## config.mk

```make
export PLATFORM = sky130hd
export DESIGN_NAME = spi_test_pattern_gen
export DESIGN_NICKNAME = d
export VERILOG_FILES = /design/src/rtl/spi_tpg_pkg.sv /design/src/rtl/spi_tpg_lfsr.sv /design/src/rtl/spi_test_pattern_gen.sv
export SDC_FILE = /design/constraint.sdc
export NUM_CORES = 1
export LEC_CHECK = 0
export CELL_PAD_IN_SITES_DETAIL_PLACEMENT = 0
export CELL_PAD_IN_SITES_GLOBAL_PLACEMENT = 1
export CORE_MARGIN = 2
export CORE_UTILIZATION = 43
export CTS_CLUSTER_SIZE = 10
export DETAILED_ROUTE_END_ITERATION = 6
export GPL_ROUTABILITY_DRIVEN = 0
export HOLD_SLACK_MARGIN = 0.08
export PLACE_DENSITY_LB_ADDON = 0.1
export SYNTH_ARGS = -nofsm -noshare
export SYNTH_HDL_FRONTEND = slang
export SYNTH_SLANG_ARGS = --single-unit
```

## constraint.sdc

```tcl
create_clock -name CLK_1KHZ -period 3.1 [get_ports CLK_1KHZ]
set_input_delay 0.465 -clock CLK_1KHZ [delete_from_list [all_inputs] [get_ports CLK_1KHZ]]
set_output_delay 0.465 -clock CLK_1KHZ [all_outputs]
set_load 0.03 [all_outputs]
```

## src/rtl/spi_tpg_pkg.sv

```systemverilog
// spi_tpg_pkg -- shared types and helpers for the SPI test pattern generator.
//   tpg_state_e : controller states
//   MODE_*      : pattern select encodings
//   lfsr_taps() : Fibonacci LFSR tap mask (bit i set = tap at stage i+1)
//                 for maximal-length sequences, widths 4..32
package spi_tpg_pkg;

    typedef enum logic [2:0] {
        ST_INIT  = 3'd0,
        ST_IDLE  = 3'd1,
        ST_GAP   = 3'd2,
        ST_ISSUE = 3'd3,
        ST_XFER  = 3'd4
    } tpg_state_e;

    localparam logic [1:0] MODE_COUNT = 2'd0;
    localparam logic [1:0] MODE_WALK  = 2'd1;
    localparam logic [1:0] MODE_LFSR  = 2'd2;
    localparam logic [1:0] MODE_CONST = 2'd3;

    // Primitive polynomials, e.g. 8 -> x^8+x^6+x^5+x^4+1 -> stages 8,6,5,4.
    function automatic logic [31:0] lfsr_taps(input int width);
        logic [31:0] t;
        case (width)
            4:  t = 32'h0000_000C;
            5:  t = 32'h0000_0014;
            6:  t = 32'h0000_0030;
            7:  t = 32'h0000_0060;
            8:  t = 32'h0000_00B8;
            9:  t = 32'h0000_0110;
            10: t = 32'h0000_0240;
            11: t = 32'h0000_0500;
            12: t = 32'h0000_0829;
            13: t = 32'h0000_100D;
            14: t = 32'h0000_2015;
            15: t = 32'h0000_6000;
            16: t = 32'h0000_D008;
            17: t = 32'h0001_2000;
            18: t = 32'h0002_0400;
            19: t = 32'h0004_0023;
            20: t = 32'h0009_0000;
            21: t = 32'h0014_0000;
            22: t = 32'h0030_0000;
            23: t = 32'h0042_0000;
            24: t = 32'h00E1_0000;
            25: t = 32'h0120_0000;
            26: t = 32'h0200_0023;
            27: t = 32'h0400_0013;
            28: t = 32'h0900_0000;
            29: t = 32'h1400_0000;
            30: t = 32'h2000_0029;
            31: t = 32'h4800_0000;
            32: t = 32'h8020_0003;
            default: t = 32'h0000_0000;
        endcase
        return t;
    endfunction

endpackage

```

## src/rtl/spi_tpg_lfsr.sv

```systemverilog
// spi_tpg_lfsr -- maximal-length Fibonacci LFSR word source.
//   CLK_1KHZ  : clock
//   RESET_N   : async active-low reset, loads the all-ones seed
//   adv       : advance one step (shift left, feedback into bit 0)
//   word      : current LFSR state, never zero
import spi_tpg_pkg::*;

module spi_tpg_lfsr #(
    parameter int DATA_W = 8
) (
    input  logic              CLK_1KHZ,
    input  logic              RESET_N,
    input  logic              adv,
    output logic [DATA_W-1:0] word
);

    localparam logic [31:0]       TAPS_ALL = lfsr_taps(DATA_W);
    localparam logic [DATA_W-1:0] TAPS     = TAPS_ALL[DATA_W-1:0];
    localparam logic [DATA_W-1:0] SEED     = '1;

    logic fb;
    assign fb = ^(word & TAPS);

    always_ff @(posedge CLK_1KHZ or negedge RESET_N) begin
        if (!RESET_N)
            word <= SEED;
        else if (adv)
            word <= {word[DATA_W-2:0], fb};
    end

endmodule

```

## src/rtl/spi_test_pattern_gen.sv

```systemverilog
// spi_test_pattern_gen -- stimulus source for SPI link bring-up / soak.
// Pulses SLAVE_RESET after reset, then hands a stream of test words
// (counter, walking-one, LFSR, constant) to the SPI master using a
// one-cycle START strobe and the master's BUSY handshake, with a
// programmable idle gap between words.
//   CLK_1KHZ, RESET_N : clock, async active-low reset
//   ENABLE            : run request (level)
//   MODE              : pattern select, sampled when leaving IDLE
//   INTERVAL          : idle cycles between words
//   CONST_WORD        : word used in constant mode
//   BUSY              : SPI master busy
//   DATA, START       : word and one-cycle strobe to the master
//   SLAVE_RESET       : active-high reset to the SPI slave
//   WORD_COUNT        : completed transfers (wraps)
//   ERROR             : sticky transfer timeout, only when
//                       SPI_TPG_TIMEOUT_EN is defined
import spi_tpg_pkg::*;

module spi_test_pattern_gen #(
    parameter int DATA_W         = 8,
    parameter int GAP_W          = 16,
    parameter int RST_CYCLES     = 4,
    parameter int CNT_W          = 16,
    parameter int TIMEOUT_CYCLES = 1024
) (
    input  logic              CLK_1KHZ,
    input  logic              RESET_N,
    input  logic              ENABLE,
    input  logic [1:0]        MODE,
    input  logic [GAP_W-1:0]  INTERVAL,
    input  logic [DATA_W-1:0] CONST_WORD,
    input  logic              BUSY,
    output logic [DATA_W-1:0] DATA,
    output logic              START,
    output logic              SLAVE_RESET,
    output logic [CNT_W-1:0]  WORD_COUNT
`ifdef SPI_TPG_TIMEOUT_EN
    ,
    output logic              ERROR
`endif
);

    if (RST_CYCLES < 1 || TIMEOUT_CYCLES < 1 || DATA_W < 4 || DATA_W > 32) begin : g_bad_param
        $error("spi_test_pattern_gen: parameter out of range");
    end

    localparam logic [GAP_W-1:0] INIT_GAP = GAP_W'(RST_CYCLES - 1);

    tpg_state_e        state, state_d;
    logic [GAP_W-1:0]  gap_cnt;
    logic [1:0]        mode_q;
    logic [DATA_W-1:0] cnt_gen, walk_gen, lfsr_word, pat;
    logic              busy_seen;
    logic              issue, done, gap_load, gap_dec, mode_latch;
    logic              halt, timeout_hit;

    spi_tpg_lfsr #(.DATA_W(DATA_W)) u_lfsr (
        .CLK_1KHZ (CLK_1KHZ),
        .RESET_N  (RESET_N),
        .adv      (done && mode_q == MODE_LFSR),
        .word     (lfsr_word)
    );

    // Completion: BUSY has been seen high since START and is now low.
    assign done = (state == ST_XFER) && busy_seen && !BUSY;

`ifdef SPI_TPG_TIMEOUT_EN
    localparam int TO_W = $clog2(TIMEOUT_CYCLES + 1);
    logic [TO_W-1:0] to_cnt;
    logic            err_q;

    always_ff @(posedge CLK_1KHZ or negedge RESET_N) begin
        if (!RESET_N) begin
            to_cnt <= '0;
            err_q  <= 1'b0;
        end else begin
            if (issue)
                to_cnt <= '0;
            else if (state == ST_XFER)
                to_cnt <= to_cnt + 1'b1;
            // Completion on the same cycle wins over the timeout.
            err_q <= err_q | ((state == ST_XFER) && !done && timeout_hit);
        end
    end

    assign timeout_hit = (to_cnt == TO_W'(TIMEOUT_CYCLES - 1));
    assign halt        = err_q;
    assign ERROR       = err_q;
`else
    assign timeout_hit = 1'b0;
    assign halt        = 1'b0;
`endif

    always_comb begin
        case (mode_q)
            MODE_COUNT: pat = cnt_gen;
            MODE_WALK:  pat = walk_gen;
            MODE_LFSR:  pat = lfsr_word;
            default:    pat = CONST_WORD;
        endcase
    end

    always_ff @(posedge CLK_1KHZ or negedge RESET_N) begin
        if (!RESET_N)
            state <= ST_INIT;
        else
            state <= state_d;
    end

    always_comb begin
        state_d    = state;
        gap_load   = 1'b0;
        gap_dec    = 1'b0;
        issue      = 1'b0;
        mode_latch = 1'b0;
        case (state)
            ST_INIT: begin
                if (gap_cnt == '0)
                    state_d = ST_IDLE;
                else
                    gap_dec = 1'b1;
            end
            ST_IDLE: begin
                if (ENABLE && !halt) begin
                    mode_latch = 1'b1;
                    gap_load   = 1'b1;
                    state_d    = ST_GAP;
                end
            end
            ST_GAP: begin
                if (!ENABLE)
                    state_d = ST_IDLE;
                else if (gap_cnt == '0 && !BUSY) begin
                    issue   = 1'b1;
                    state_d = ST_ISSUE;
                end else
                    gap_dec = 1'b1;   // saturates at 0 while BUSY holds us
            end
            ST_ISSUE: state_d = ST_XFER;
            ST_XFER: begin
                if (done) begin
                    if (ENABLE) begin
                        gap_load = 1'b1;
                        state_d  = ST_GAP;
                    end else
                        state_d = ST_IDLE;
                end else if (timeout_hit)
                    state_d = ST_IDLE;
            end
            default: state_d = ST_INIT;
        endcase
    end

    always_ff @(posedge CLK_1KHZ or negedge RESET_N) begin
        if (!RESET_N) begin
            gap_cnt     <= INIT_GAP;
            mode_q      <= MODE_COUNT;
            DATA        <= '0;
            START       <= 1'b0;
            SLAVE_RESET <= 1'b1;
            WORD_COUNT  <= '0;
            busy_seen   <= 1'b0;
            cnt_gen     <= '0;
            walk_gen    <= DATA_W'(1);
        end else begin
            if (gap_load)
                gap_cnt <= INTERVAL;
            else if (gap_dec && gap_cnt != '0)
                gap_cnt <= gap_cnt - 1'b1;
            if (mode_latch)
                mode_q <= MODE;
            START       <= issue;
            SLAVE_RESET <= (state_d == ST_INIT);
            if (issue)
                DATA <= pat;
            // BUSY high in ISSUE counts as the rise as well.
            if (issue)
                busy_seen <= 1'b0;
            else if ((state == ST_ISSUE || state == ST_XFER) && BUSY)
                busy_seen <= 1'b1;
            if (done) begin
                WORD_COUNT <= WORD_COUNT + 1'b1;
                if (mode_q == MODE_COUNT)
                    cnt_gen <= cnt_gen + 1'b1;
                if (mode_q == MODE_WALK)
                    walk_gen <= {walk_gen[DATA_W-2:0], walk_gen[DATA_W-1]};
            end
        end
    end

endmodule

```

==> flow_summary.ini <==
[status]
status = complete, no violations

[critical_path]
cp_slowest_cell = or4_4
required_ns = 3.33
start_kind = flop
crit_family = simple AND/OR/NAND/NOR gates
path_cells = or4_4 -> nand4bb_4 -> nor4_4 -> buf_4 -> mux2_2
r2r_slack_ns = 0.83
r2r_start = gap_cnt[6]$_DFFE_PN0P_
path_class = flop to flop
rr_worst_depth = 5
cp_max_fo = 10
timing.rr.end = DATA[4]$_DFFE_PN0P_
critPathCaptureType = flop
critPathMaxStageDelay_ns = 0.59
arrival_ns = 2.50
worstPathBufferInverterCount = 1

[global_routing]
overflow = 0
grt_max_degree = 40
grt_pass1_vias = 2447
grt_pass1_wl_mm = 11.9
antenna_found_initial = 0
grtUsageTotal_pct = 17.4

[yosys]
synth_ff_type = dfrtp_1
yosysSeqAreaShare_pct = 51.5
synth-edff-count = 0
syn_area_sq_um = 3530
syn_nets = 338
synthArstFlopShare_pct = 100
ys_types = 41
ys_ff_latch = 72
post_synth.cell_area_avg_sq_um = 11.6
ys_warn_count = 0
syn_inst = 305

[place]
dp_hpwl_mm = 5.02
placed_cells = 458
port_buffers = 55

[worst_hold_path]
hold_path.class = input port to asynchronous set/reset pin

[cts]
worstSkewPairLatency_ns = 0.35
cts_tree = done
cts_htree_levels = 3
ctsLongestPathBuffers = 2
cts_resized = 0
cts_hold_buf = 0
root_buffer = clkbuf_8
path_clk_slew_ns = 0.07
post-cts-setup-buffers = 0
cts_sinks = 72
cts_made_buffers = 9

[final_layout]
layout.cells.non_filler = 474
mostFrequentLayoutCell = dfrtp_1
final_layout_size_suffix_gt1_share_pct = 20.1
area_delta_synth_final_pct = 25.7
antenna_cells = 0
fin_nets = 397
layout_common_cells = 60 x dfrtp_1, 54 x clkdlybuf4s50_1, 34 x nor2_1

[die]
die_h_um = 94.6
ios = 56
initial_core_util_pct = 43.6
rows = 33
die-area_sq_um = 8950
core-area_sq_um = 8090
die_w_um = 94.6

[timing]
hold_ws_ns = 0.194
max_clock_freq_mhz = 441
setup_viol = 0
rsz0062_at_grt = no
tns_ns = 0
slew_violations = 0
hold_viol = 0
max_slew.worst_pin.slew_ns = 0.876
relSlewSlack_pct = 41.6
post-route-period-util_pct = 73.2
min_period_ns = 2.27
finClkSkew_ns = 0.00868

[routing]
drtIter0Drc = 79
wl_mm = 7.09
drc_errors = 0
vias_per_cell = 5.16
drtPass1Iterations = 4
num_vias = 2445
ant_nets = 0
post_drt_wl_per_cell_um = 15.0

[pwr]
leakage_nw = 1.86
powerDensity_nw_per_um2 = 657
ir_drop_v = 0.000312

[flow_run]
max-cap-violations = 0
-- kinds of logic (layout without fill, tap and decap cells) --
logic type / after synthesis / in the layout / share of synthesized area (%)
and+or+nand+nor: 114 / 114 / 17.9
DFF: 72 / 72 / 51.5
xor gates and xnor gates: 38 / 38 / 9.43
muxes: 36 / 36 / 14.0
AOI/OAI and AO/OA: 28 / 28 / 4.68
buffers and inverters: 14 / 78 / 1.49
adders and majority gates: 3 / 3 / 1.06
-- cell usage after synthesis, types with 5 or more instances --
library cell	instances	share of area [%]
clkbuf_1	8	0.85
xnor2_1	27	6.7
nor4_1	5	0.89
dfstp_2	12	8.9
nand2b_1	5	0.89
nor2_1	34	3.6
o21ai_0	5	0.71
a21oi_1	13	1.8
dfrtp_1	60	43
nand3_1	9	1.3
xor2_1	11	2.7
nand2_1	20	2.1
mux4_2	8	5.1
nand4_1	8	1.4
mux2_2	27	8.6
-- through the flow --
| stage | util [%] | instance area [sq um] | setup WS, ns | power (mW) |
|---|---|---|---|---|
| floorplan | - | 3530 | 0.868 | 1.86 |
| global placement | 51.9 | 4200 | 0.632 | 2.07 |
| detailed placement | 51.9 | 4200 | 0.614 | 2.08 |
| CTS | 54.8 | 4440 | 0.814 | 2.95 |
| global route | 54.8 | 4440 | 0.720 | 3.10 |
| finish | 54.8 | 4440 | 0.831 | 2.91 |
-- cell type report --
cell class,count,area [sq um]
clock inverter,4,76.3
inverter,4,15.0
clock buffer,12,155
fill,716,3660
multi-input combinational,219,1660
tap,105,131
sequential,72,1820
timing repair buffer,58,581
-- routing by layer --
| metal | routed length (um) | up-vias | global-route usage, % |
|---|---|---|---|
| li1 | - | 1195 | - |
| met1 | 3520 | 1191 | 23.9 |
| met2 | 3200 | 49 | 27.2 |
| met3 | 263 | 10 | 4.15 |
| met4 | 101 | 0 | 5.43 |
| met5 | 0 | - | 0 |
-- how the worst max path moves through the flow --
stage / startpoint / end / slack, ns / cells past startpoint
floorplan: gap_cnt[6]$_DFFE_PN0P_ / DATA[0]$_DFFE_PN0P_ / 0.87 / 4
global placement: BUSY / cnt_gen[1]$_DFFE_PN0P_ / 0.63 / 5
detailed placement: BUSY / cnt_gen[1]$_DFFE_PN0P_ / 0.61 / 5
CTS: gap_cnt[6]$_DFFE_PN0P_ / DATA[6]$_DFFE_PN0P_ / 0.81 / 5
global route: gap_cnt[6]$_DFFE_PN0P_ / DATA[4]$_DFFE_PN0P_ / 0.72 / 5
finish: gap_cnt[6]$_DFFE_PN0P_ / DATA[4]$_DFFE_PN0P_ / 0.83 / 5
-- flip-flops by register name, summed over array words and instances (netlist names) --
name         flops
START            1
u_lfsr.word      8
WORD_COUNT      16
gap_cnt         16
cnt_gen          8
state            3
DATA             8
walk_gen         8
mode_q           2
busy_seen        1
SLAVE_RESET      1
-- where the power goes --
part / internal [mW] / switching (mW)
logic: 0.385 / 0.325
registers: 1.11 / 0.236
clock network: 0.499 / 0.358
total: 1.99 / 0.920
No activity file was read; power rests on OpenSTA's default activity.
